## config.mk

```make
export PLATFORM = sky130hd
export DESIGN_NAME = ps2_scancode_rx
export DESIGN_NICKNAME = d
export VERILOG_FILES = /design/src/rtl/ps2_scancode_rx.sv
export SDC_FILE = /design/constraint.sdc
export NUM_CORES = 1
export LEC_CHECK = 0
export BUFFER_PORTS_ARGS = -buffer_cell sky130_fd_sc_hd__buf_4
export CORE_MARGIN = 2
export CORE_UTILIZATION = 30
export CTS_CLUSTER_SIZE = 12
export DETAILED_ROUTE_END_ITERATION = 12
export PLACE_DENSITY = 0.53
export SLEW_MARGIN = 20
export SYNTH_ARGS = -nofsm -noshare
export SYNTH_HDL_FRONTEND = slang
export SYNTH_SLANG_ARGS = --single-unit
```

## constraint.sdc

```tcl
create_clock -name clk -period 2.1 [get_ports clk]
set_input_delay 0.105 -clock clk [delete_from_list [all_inputs] [get_ports clk]]
set_output_delay 0.105 -clock clk [all_outputs]
set_load 0.03 [all_outputs]
```

## src/rtl/ps2_scancode_rx.sv

```systemverilog
// PS/2 keyboard receiver: deframes 11-bit frames, checks parity/stop, drops
// break (F0) and extended (E0) sequences, and emits plain make codes.
module ps2_scancode_rx #(
  parameter int unsigned TIMEOUT_CYCLES = 50000
) (
  input  logic       clk,
  input  logic       resetn,
  input  logic       ps2_clk,
  input  logic       ps2_dat,
  output logic [7:0] scan_code,
  output logic       code_valid,
  output logic       frame_err,
  output logic [1:0] dbg_state_o
);

  typedef enum logic [1:0] {S_IDLE, S_DATA, S_PARITY, S_STOP} state_e;

  localparam int unsigned TW = (TIMEOUT_CYCLES > 1) ? $clog2(TIMEOUT_CYCLES) : 1;
  localparam logic [TW-1:0] TMO_LAST = TW'(TIMEOUT_CYCLES - 1);

  logic clk_s1_q, clk_s2_q, clk_prev_q;
  logic dat_s1_q, dat_s2_q;

  state_e        state_q, state_d;
  logic [2:0]    bit_cnt_q, bit_cnt_d;
  logic [7:0]    byte_q, byte_d;
  logic          par_q, par_d;
  logic          brk_q, brk_d;
  logic          ext_q, ext_d;
  logic [7:0]    scan_q, scan_d;
  logic          valid_q, valid_d;
  logic          err_q, err_d;
  logic [TW-1:0] tmo_q, tmo_d;

  logic fall;
  logic tmo_fire;

  // Synchronizers reset to the idle bus level so reset release never fakes an edge.
  always_ff @(posedge clk or negedge resetn) begin
    if (!resetn) begin
      clk_s1_q   <= 1'b1;
      clk_s2_q   <= 1'b1;
      clk_prev_q <= 1'b1;
      dat_s1_q   <= 1'b1;
      dat_s2_q   <= 1'b1;
    end else begin
      clk_s1_q   <= ps2_clk;
      clk_s2_q   <= clk_s1_q;
      clk_prev_q <= clk_s2_q;
      dat_s1_q   <= ps2_dat;
      dat_s2_q   <= dat_s1_q;
    end
  end

  assign fall     = clk_prev_q & ~clk_s2_q;
  assign tmo_fire = (state_q != S_IDLE) && (tmo_q == TMO_LAST);

  always_ff @(posedge clk or negedge resetn) begin
    if (!resetn) begin
      state_q   <= S_IDLE;
      bit_cnt_q <= 3'd0;
      byte_q    <= 8'h00;
      par_q     <= 1'b0;
      brk_q     <= 1'b0;
      ext_q     <= 1'b0;
      scan_q    <= 8'h00;
      valid_q   <= 1'b0;
      err_q     <= 1'b0;
      tmo_q     <= '0;
    end else begin
      state_q   <= state_d;
      bit_cnt_q <= bit_cnt_d;
      byte_q    <= byte_d;
      par_q     <= par_d;
      brk_q     <= brk_d;
      ext_q     <= ext_d;
      scan_q    <= scan_d;
      valid_q   <= valid_d;
      err_q     <= err_d;
      tmo_q     <= tmo_d;
    end
  end

  always_comb begin
    state_d   = state_q;
    bit_cnt_d = bit_cnt_q;
    byte_d    = byte_q;
    par_d     = par_q;
    brk_d     = brk_q;
    ext_d     = ext_q;
    scan_d    = scan_q;
    valid_d   = 1'b0;
    err_d     = 1'b0;
    tmo_d     = (state_q == S_IDLE || fall) ? '0 : tmo_q + TW'(1);

    // A timeout pre-empts any edge detected in the same cycle.
    if (tmo_fire) begin
      state_d   = S_IDLE;
      bit_cnt_d = 3'd0;
      brk_d     = 1'b0;
      ext_d     = 1'b0;
      err_d     = 1'b1;
      tmo_d     = '0;
    end else if (fall) begin
      case (state_q)
        S_IDLE: begin
          if (!dat_s2_q) begin
            state_d   = S_DATA;
            bit_cnt_d = 3'd0;
          end
        end
        S_DATA: begin
          byte_d[bit_cnt_q] = dat_s2_q;
          bit_cnt_d         = bit_cnt_q + 3'd1;
          if (bit_cnt_q == 3'd7) state_d = S_PARITY;
        end
        S_PARITY: begin
          par_d   = dat_s2_q;
          state_d = S_STOP;
        end
        S_STOP: begin
          state_d = S_IDLE;
          if (dat_s2_q && (^{byte_q, par_q})) begin
            if (byte_q == 8'hF0) begin
              brk_d = 1'b1;
            end else if (byte_q == 8'hE0) begin
              ext_d = 1'b1;
            end else if (brk_q || ext_q) begin
              brk_d = 1'b0;
              ext_d = 1'b0;
            end else begin
              scan_d  = byte_q;
              valid_d = 1'b1;
            end
          end else begin
            err_d = 1'b1;
            brk_d = 1'b0;
            ext_d = 1'b0;
          end
        end
        default: state_d = S_IDLE;
      endcase
    end
  end

  assign scan_code   = scan_q;
  assign code_valid  = valid_q;
  assign frame_err   = err_q;
  assign dbg_state_o = state_q;

endmodule

```

==> results of run 1 <==
metrics by stage:
stage	utilization (%)	hold WS (ns)	instance area [um2]	power, mW	setup TNS (ns)
2_1_floorplan	-	-0.191	2210	1.82	0
3_3_place_gp	34.6	0.160	2490	2.03	0
3_5_place_dp	34.6	0.157	2490	2.03	0
4_1_cts	36.6	0.360	2640	2.73	0
5_1_grt	37.6	0.365	2720	2.94	-0.132
6_report	37.6	0.343	2720	2.75	0
state kept, by name, summed over array words and instances (netlist names):
register     count
dat_s2_q         1
frame_err        1
par_q            1
clk_s1_q         1
byte_q           8
tmo_q           16
ext_q            1
code_valid       1
clk_prev_q       1
dbg_state_o      2
brk_q            1
dat_s1_q         1
scan_code        8
clk_s2_q         1
bit_cnt_q        3
cell usage in the layout (no fill, tap or decap), drive strengths merged, types with 5 or more instances in the layout:
cell type	count
inv	8
nand2	8
mux2	18
nand3	9
dfstp	5
xnor2	11
nor2	26
buf	25
nor3	5
clkbuf	5
ha	7
xor2	9
dfrtp	42
timing repair:
action	CTS	global route
endpoints found under the hold margin	44	0
hold buffers	3	0
buffers inserted	0	1
endpoints found under the setup margin	0	16
resized for setup	0	11
cell type report:
cell class	count	area [um2]	area share, %
flip-flops and latches	47	1180	43.5
clock buffers	5	68.8	2.53
repair buffers	28	218	8.02
well taps	99	124	4.56
inverters	7	26.3	0.968
clock inverters	3	46.3	1.71
multi-input cells	132	1050	38.7
Yosys cell counts:
cell type	n	area, um2
a21o_2	1	8.76
a21oi_1	4	20.0
a22o_1	2	17.5
a2bb2oi_1	1	8.76
a31oi_1	2	12.5
and3_1	3	18.8
and4_1	1	8.76
and4bb_2	1	12.5
buf_2	1	5.00
clkbuf_1	5	18.8
dfrtp_1	42	1050
dfstp_2	5	131
ha_1	7	87.6
inv_1	7	26.3
mux2_2	18	203
nand2_1	8	30.0
nand2b_1	1	6.26
nand3_1	9	45.0
nand4_1	3	18.8
nand4_4	1	21.3
nand4b_1	1	8.76
nor2_1	26	97.6
nor2b_1	2	12.5
nor3_1	5	25.0
nor4_1	4	25.0
nor4b_1	4	35.0
nor4bb_1	2	20.0
o21ai_0	3	15.0
o21ai_2	1	8.76
o32ai_1	1	8.76
xnor2_1	10	87.6
xnor2_2	1	16.3
xnor3_1	1	22.5
xor2_1	9	78.8
final timing paths:
path / startpoint / end / slack, ns / cells past startpoint
min in group clk: clk_s1_q$_DFF_PN1_ / clk_s2_q$_DFF_PN1_ / 0.36 / 0
hold reg to reg: clk_s1_q$_DFF_PN1_ / clk_s2_q$_DFF_PN1_ / 0.36 / 0
max in group asynchronous: resetn / tmo_q[4]$_DFF_PN0_ / 1.36 / 2
hold / removal: resetn / ext_q$_DFFE_PN0P_ / 0.34 / 2
setup / recovery: tmo_q[0]$_DFF_PN0_ / byte_q[4]$_DFFE_PN0P_ / 0.09 / 6
setup reg to reg: tmo_q[0]$_DFF_PN0_ / byte_q[4]$_DFFE_PN0P_ / 0.09 / 6
cells by family after synthesis:
group	after synthesis
adder cells (fa/ha/maj)	7
buffers and inverters	13
AO/OA/AOI/OAI	15
multiplexers	18
AND/OR/NAND/NOR	71
XOR/XNOR	21
flip-flops	47
per-layer routing:
| layer | wire length, um | share of wire [%] | vias to the layer above | track usage, % |
|---|---|---|---|---|
| met5 | 0 | 0 | - | 0 |
| met4 | 37 | 0.99 | 0 | 3.85 |
| met3 | 110 | 2.9 | 4 | 2.01 |
| met2 | 1520 | 41 | 19 | 13.4 |
| met1 | 2070 | 55 | 670 | 15.0 |
| li1 | - | - | 724 | - |
worst reg2reg max path, stage by stage, from the launching register on:
cell and delay, ns:
dfrtp_1 0.41, ha_1 0.24, and3_1 0.19, nand4_1 0.22
o21ai_4 0.15, nor4b_1 0.33, mux2_2 0.37
power by group:
| part | switching, mW | internal (mW) |
|---|---|---|
| Combinational | 0.471 | 0.394 |
| Sequential | 0.157 | 1.05 |
| Clock | 0.321 | 0.359 |
==> out/qor.txt, run 1 <==
outcome: finished, final reports clean
largest family of logic cells by synthesized area: simple AND/OR/NAND/NOR gates
width of the die: 89.9 um
largest net degree at the start of global routing: 48
TritonCTS buffer count: 5
hold crit path type: in2async
Crit-path slowest cell: dfrtp_1
Ys Warns: 0
simple-gate share of the synthesized area: 17.4%
Core Rows: 31
Max FO, Critical Path: 9
antenna-violating nets left: 0
worst path required time: 2.30 ns
max incr delay on CP: 0.41 ns
Port Buffers: 15
arrival time at the worst endpoint: 2.21 ns
Setup WS pre-CTS: 0.0469 ns
Initial Util: 30.7%
die height: 89.9 um
drt first pass iters: 4
fin cells: 321
Reg clk slew, reported paths: 0.10 ns
CTS tree: yes
gr usage total: 9.78%
clock sinks: 47
ant diodes: 0
Yosys reg bits: 47
fill count: 717
mux cell area share after synthesis: 9.16%
Netlist cell types: 34
Die Area: 0.00808 mm2
sequential share of the synthesized area: 53.4%
area delta synth->final: 22.7%
setup ws final: 0.0902 ns
cell total after placement: 309
crit path capture type: register
Max Cap Viol: 0
Adder-Cell Fraction of Synth Area: 3.96%
WS Path Type: reg2reg
initial antenna violation count: 0
Core Area: 0.00721 mm2
xor/xnor cell area share of the yosys netlist: 9.27%
crit-path cells: ha_1, and3_1, nand4_1, o21ai_4, nor4b_1, mux2_2
number of global-route vias before repair: 1322
Final Hold Viols: 0
Final Max Slew Viols: 0
Root Buffer: clkbuf_8
share of post-route cells with drive strength above 1: 31.5%
Final Critical Period: 2.01 ns
first-pass GRT wire length: 6510 um
Leakage: 1.23 nW
syn_nets: 203
Setup crit start kind: register
RSZ-0062 raised after global routing: yes
crit path buf inv count: 0
# H-tree levels: 2
Slew @ Worst Pin: 0.592 ns
skew final: 0.0142 ns
crit share post-route: 95.7%
synthesized area: 0.00221 mm2
I/O pins: 16
vias per cell: 4.41
PwrDens: 1010 mW/mm2
Setup Viol. Count Final: 0
nets: 232
Routed wire per std cell: 11.6 um
half-perimeter wire length after placement: 2600 um
routability cong.: 0.727
cell family with most CP delay: simple AND/OR/NAND/NOR gates
Initial DRC Count: 62
syn_area_per_cell: 11.5 um2
Max Fclk: 498 MHz
headroom to the max-slew limit: 60.5%
total grt overflow: 0
insertion delay of the later-clocked pin in the worst-skew pair: 0.31 ns
Residual DRC: 0
compound-cell area share of the yosys netlist: 4.52%
worst-case clock buffer depth: 2
synthesized netlist cell count: 192
maximum vdd drop: 600 uV
final WL: 3730 um
total number of vias: 1417
Power figures use the tool's default switching activity.
==> run 2: changes to the inputs <==
--- a/config.mk
+++ b/config.mk
@@ -11,7 +11,9 @@
 export CTS_CLUSTER_SIZE = 12
 export DETAILED_ROUTE_END_ITERATION = 12
 export PLACE_DENSITY = 0.53
+export SETUP_SLACK_MARGIN = 0.3
 export SLEW_MARGIN = 20
 export SYNTH_ARGS = -nofsm -noshare
 export SYNTH_HDL_FRONTEND = slang
 export SYNTH_SLANG_ARGS = --single-unit
+export TNS_END_PERCENT = 100
==> run 2 against run 1 <==
Combinational power grew 40%. Via count grew 6.6%. Global-route usage grew 0.80 points. Critical endpoint is now scan_code[3]$_DFFE_PN0P_. Largest power group unchanged.
==> out/qor.txt, run 2 (synthesis gave the netlist of run 1 again) <==
headroom to the max-slew limit: 60.3% (-0.23 points)
Initial Util: 30.7% (unchanged)
final WL: 4330 um (+16%)
Max Fclk: 520 MHz (+4.4%)
WS Path Type: reg2reg
final core occ: 41.7% (+4.1 points)
worst-case clock buffer depth: 2 (unchanged)
Setup Viol. Count Final: 0 (unchanged)
crit share post-route: 91.7% (-4.0 points)
Core Rows: 31 (unchanged)
hold crit path type: in2async
Final Instance Area: 0.00301 mm2 (+11%)
Max Cap Viol: 0 (unchanged)
total grt overflow: 0 (unchanged)
fin cells: 336 (+4.7%)
drt first pass iters: 6 (+2)
largest net degree at the start of global routing: 48 (unchanged)
total power: 3.21 mW (+17%)
# H-tree levels: 2 (unchanged)
Final Critical Period: 1.92 ns (-0.0850 ns)
Final Max Slew Viols: 0 (unchanged)
Critical R2R Capture: scan_code[3]$_DFFE_PN0P_
Residual DRC: 0 (unchanged)
arrival time at the worst endpoint: 2.12 ns (-0.09 ns)
initial antenna violation count: 0 (unchanged)
fill count: 713 (-0.56%)
crit path capture type: register
Root Buffer: clkbuf_8
worst hold slack: 0.351 ns (+0.00777 ns)
Leakage: 1.35 nW (+10%)
vias per cell: 4.49 (+1.8%)
skew final: 0.00950 ns (-0.00472 ns)
Setup TNS: 0 ns (unchanged)
maximum vdd drop: 571 uV (-4.8%)
Max FO, Critical Path: 4 (-5)
Core Area: 0.00721 mm2 (unchanged)
total number of vias: 1510 (+6.6%)
FF-to-FF Start: byte_q[4]$_DFFE_PN0P_
reg-to-reg slack, setup: 0.18 ns (+0.08 ns)
routability cong.: 0.769 (+5.8%)
RSZ-0062 raised after global routing: yes
clock sinks: 47 (unchanged)
Slew @ Worst Pin: 0.596 ns (+0.00349 ns)
cell total after placement: 309 (unchanged)
placed instance area: 0.00253 mm2 (+1.5%)
Die Area: 0.00808 mm2 (unchanged)
Reg clk slew, reported paths: 0.09 ns (about the same)
setup ws final: 0.175 ns (+0.0850 ns)
outcome: finished, final reports clean
most common cell after layout, fill and taps aside: dfrtp_1
Reg with most FFs: tmo_q
ant diodes: 0 (unchanged)
TritonCTS buffer count: 5 (unchanged)
area delta synth->final: 36.0%
share of post-route cells with drive strength above 1: 43.5% (+12 points)
Final Hold Viols: 0 (unchanged)
gr usage total: 10.6% (+0.80 points)
max FFs per register: 16 (unchanged)
width of the die: 89.9 um (unchanged)
Setup crit start kind: register
I/O pins: 16 (unchanged)
insertion delay of the later-clocked pin in the worst-skew pair: 0.30 ns (about the same)
antenna-violating nets left: 0 (unchanged)
half-perimeter wire length after placement: 2620 um (+0.81%)
most frequent cells in the layout: dfrtp_1 (38), buf_4 (35), nor2_1 (25), mux2_2 (16)
first-pass GRT wire length: 6960 um (+6.8%)
worst path required time: 2.29 ns (about the same)
PwrDens: 1070 mW/mm2 (+5.4%)
Setup WS pre-CTS: 0.0830 ns (+0.0361 ns)
die height: 89.9 um (unchanged)
Port Buffers: 15 (unchanged)
number of global-route vias before repair: 1422 (+7.6%)
Routed wire per std cell: 12.9 um (+11%)
nets: 247 (+6.5%)
Initial DRC Count: 71 (+15%)
CTS tree: yes
R2R depth: 6 (unchanged)
-- run 2: changes by cell type in the layout (fill, tap and decap cells not counted), moves of 2 or more --
| cell | previous run | this run |
|---|---|---|
| buf_4 | 25 | 35 |
| buf_6 | 0 | 3 |
| dfrtp_1 | 42 | 38 |
| dfrtp_2 | 0 | 4 |
| ha_1 | 7 | 5 |
| ha_2 | 0 | 2 |
| mux2_2 | 18 | 16 |
| mux2_4 | 0 | 2 |
| nor3_1 | 5 | 2 |
| nor3_2 | 0 | 3 |
| nor4_4 | 0 | 2 |
| nor4b_1 | 2 | 0 |
-- run 2: layer usage --
metal | global-route usage (%) | share of wire [%]
met4 | 5.38 | 1.3
met3 | 1.84 | 3.1
met5 | 0 | 0
met2 | 15.0 | 45
met1 | 15.5 | 51
-- run 2: what timing repair did --
action,4_1_cts,5_1_grt
cloned,1,1
endpoints found under the setup margin,20,39
hold endpoints to repair,44,0
hold buffers,3,0
resized for setup,8,28
pin swaps,8,11
buffers inserted,3,11
-- run 2: final cells by class --
cell class	count	area, um2	share of cell area (%)
clock buffers	6	72.6	2.41
clock inverters	2	60.1	2.00
inverters	7	26.3	0.873
multi-input cells	134	1210	40.3
flip-flops and latches	47	1190	39.4
well taps	99	124	4.11
repair buffers	41	327	10.8
-- run 2: worst max-delay path by stage --
stage               cells after the start  slack [ns]                        to             startpoint
finish                                  6        0.18  scan_code[3]$_DFFE_PN0P_  byte_q[4]$_DFFE_PN0P_
global placement                        5        0.10  scan_code[5]$_DFFE_PN0P_  byte_q[5]$_DFFE_PN0P_
floorplan                               6        0.24     byte_q[2]$_DFFE_PN0P_     tmo_q[0]$_DFF_PN0_
CTS                                     5        0.15  scan_code[4]$_DFFE_PN0P_  byte_q[1]$_DFFE_PN0P_
global route                            6        0.12  scan_code[4]$_DFFE_PN0P_  byte_q[4]$_DFFE_PN0P_
detailed placement                      5        0.08  scan_code[7]$_DFFE_PN0P_  byte_q[5]$_DFFE_PN0P_
-- run 2: critical path: stages, from the launching register on --
cell and delay [ns]:
dfrtp_2 0.42, xnor2_1 0.16, xnor3_1 0.45, xnor2_2 0.18
buf_4 0.13, nand4_2 0.14, mux2_4 0.34
-- run 2: power by group --
group / switching (mW) / internal (mW) / leakage [nW] / total, mW
registers: 0.177 / 1.05 / 0.617 / 1.23
clock network: 0.299 / 0.476 / 0.0654 / 0.775
logic: 0.620 / 0.588 / 0.668 / 1.21
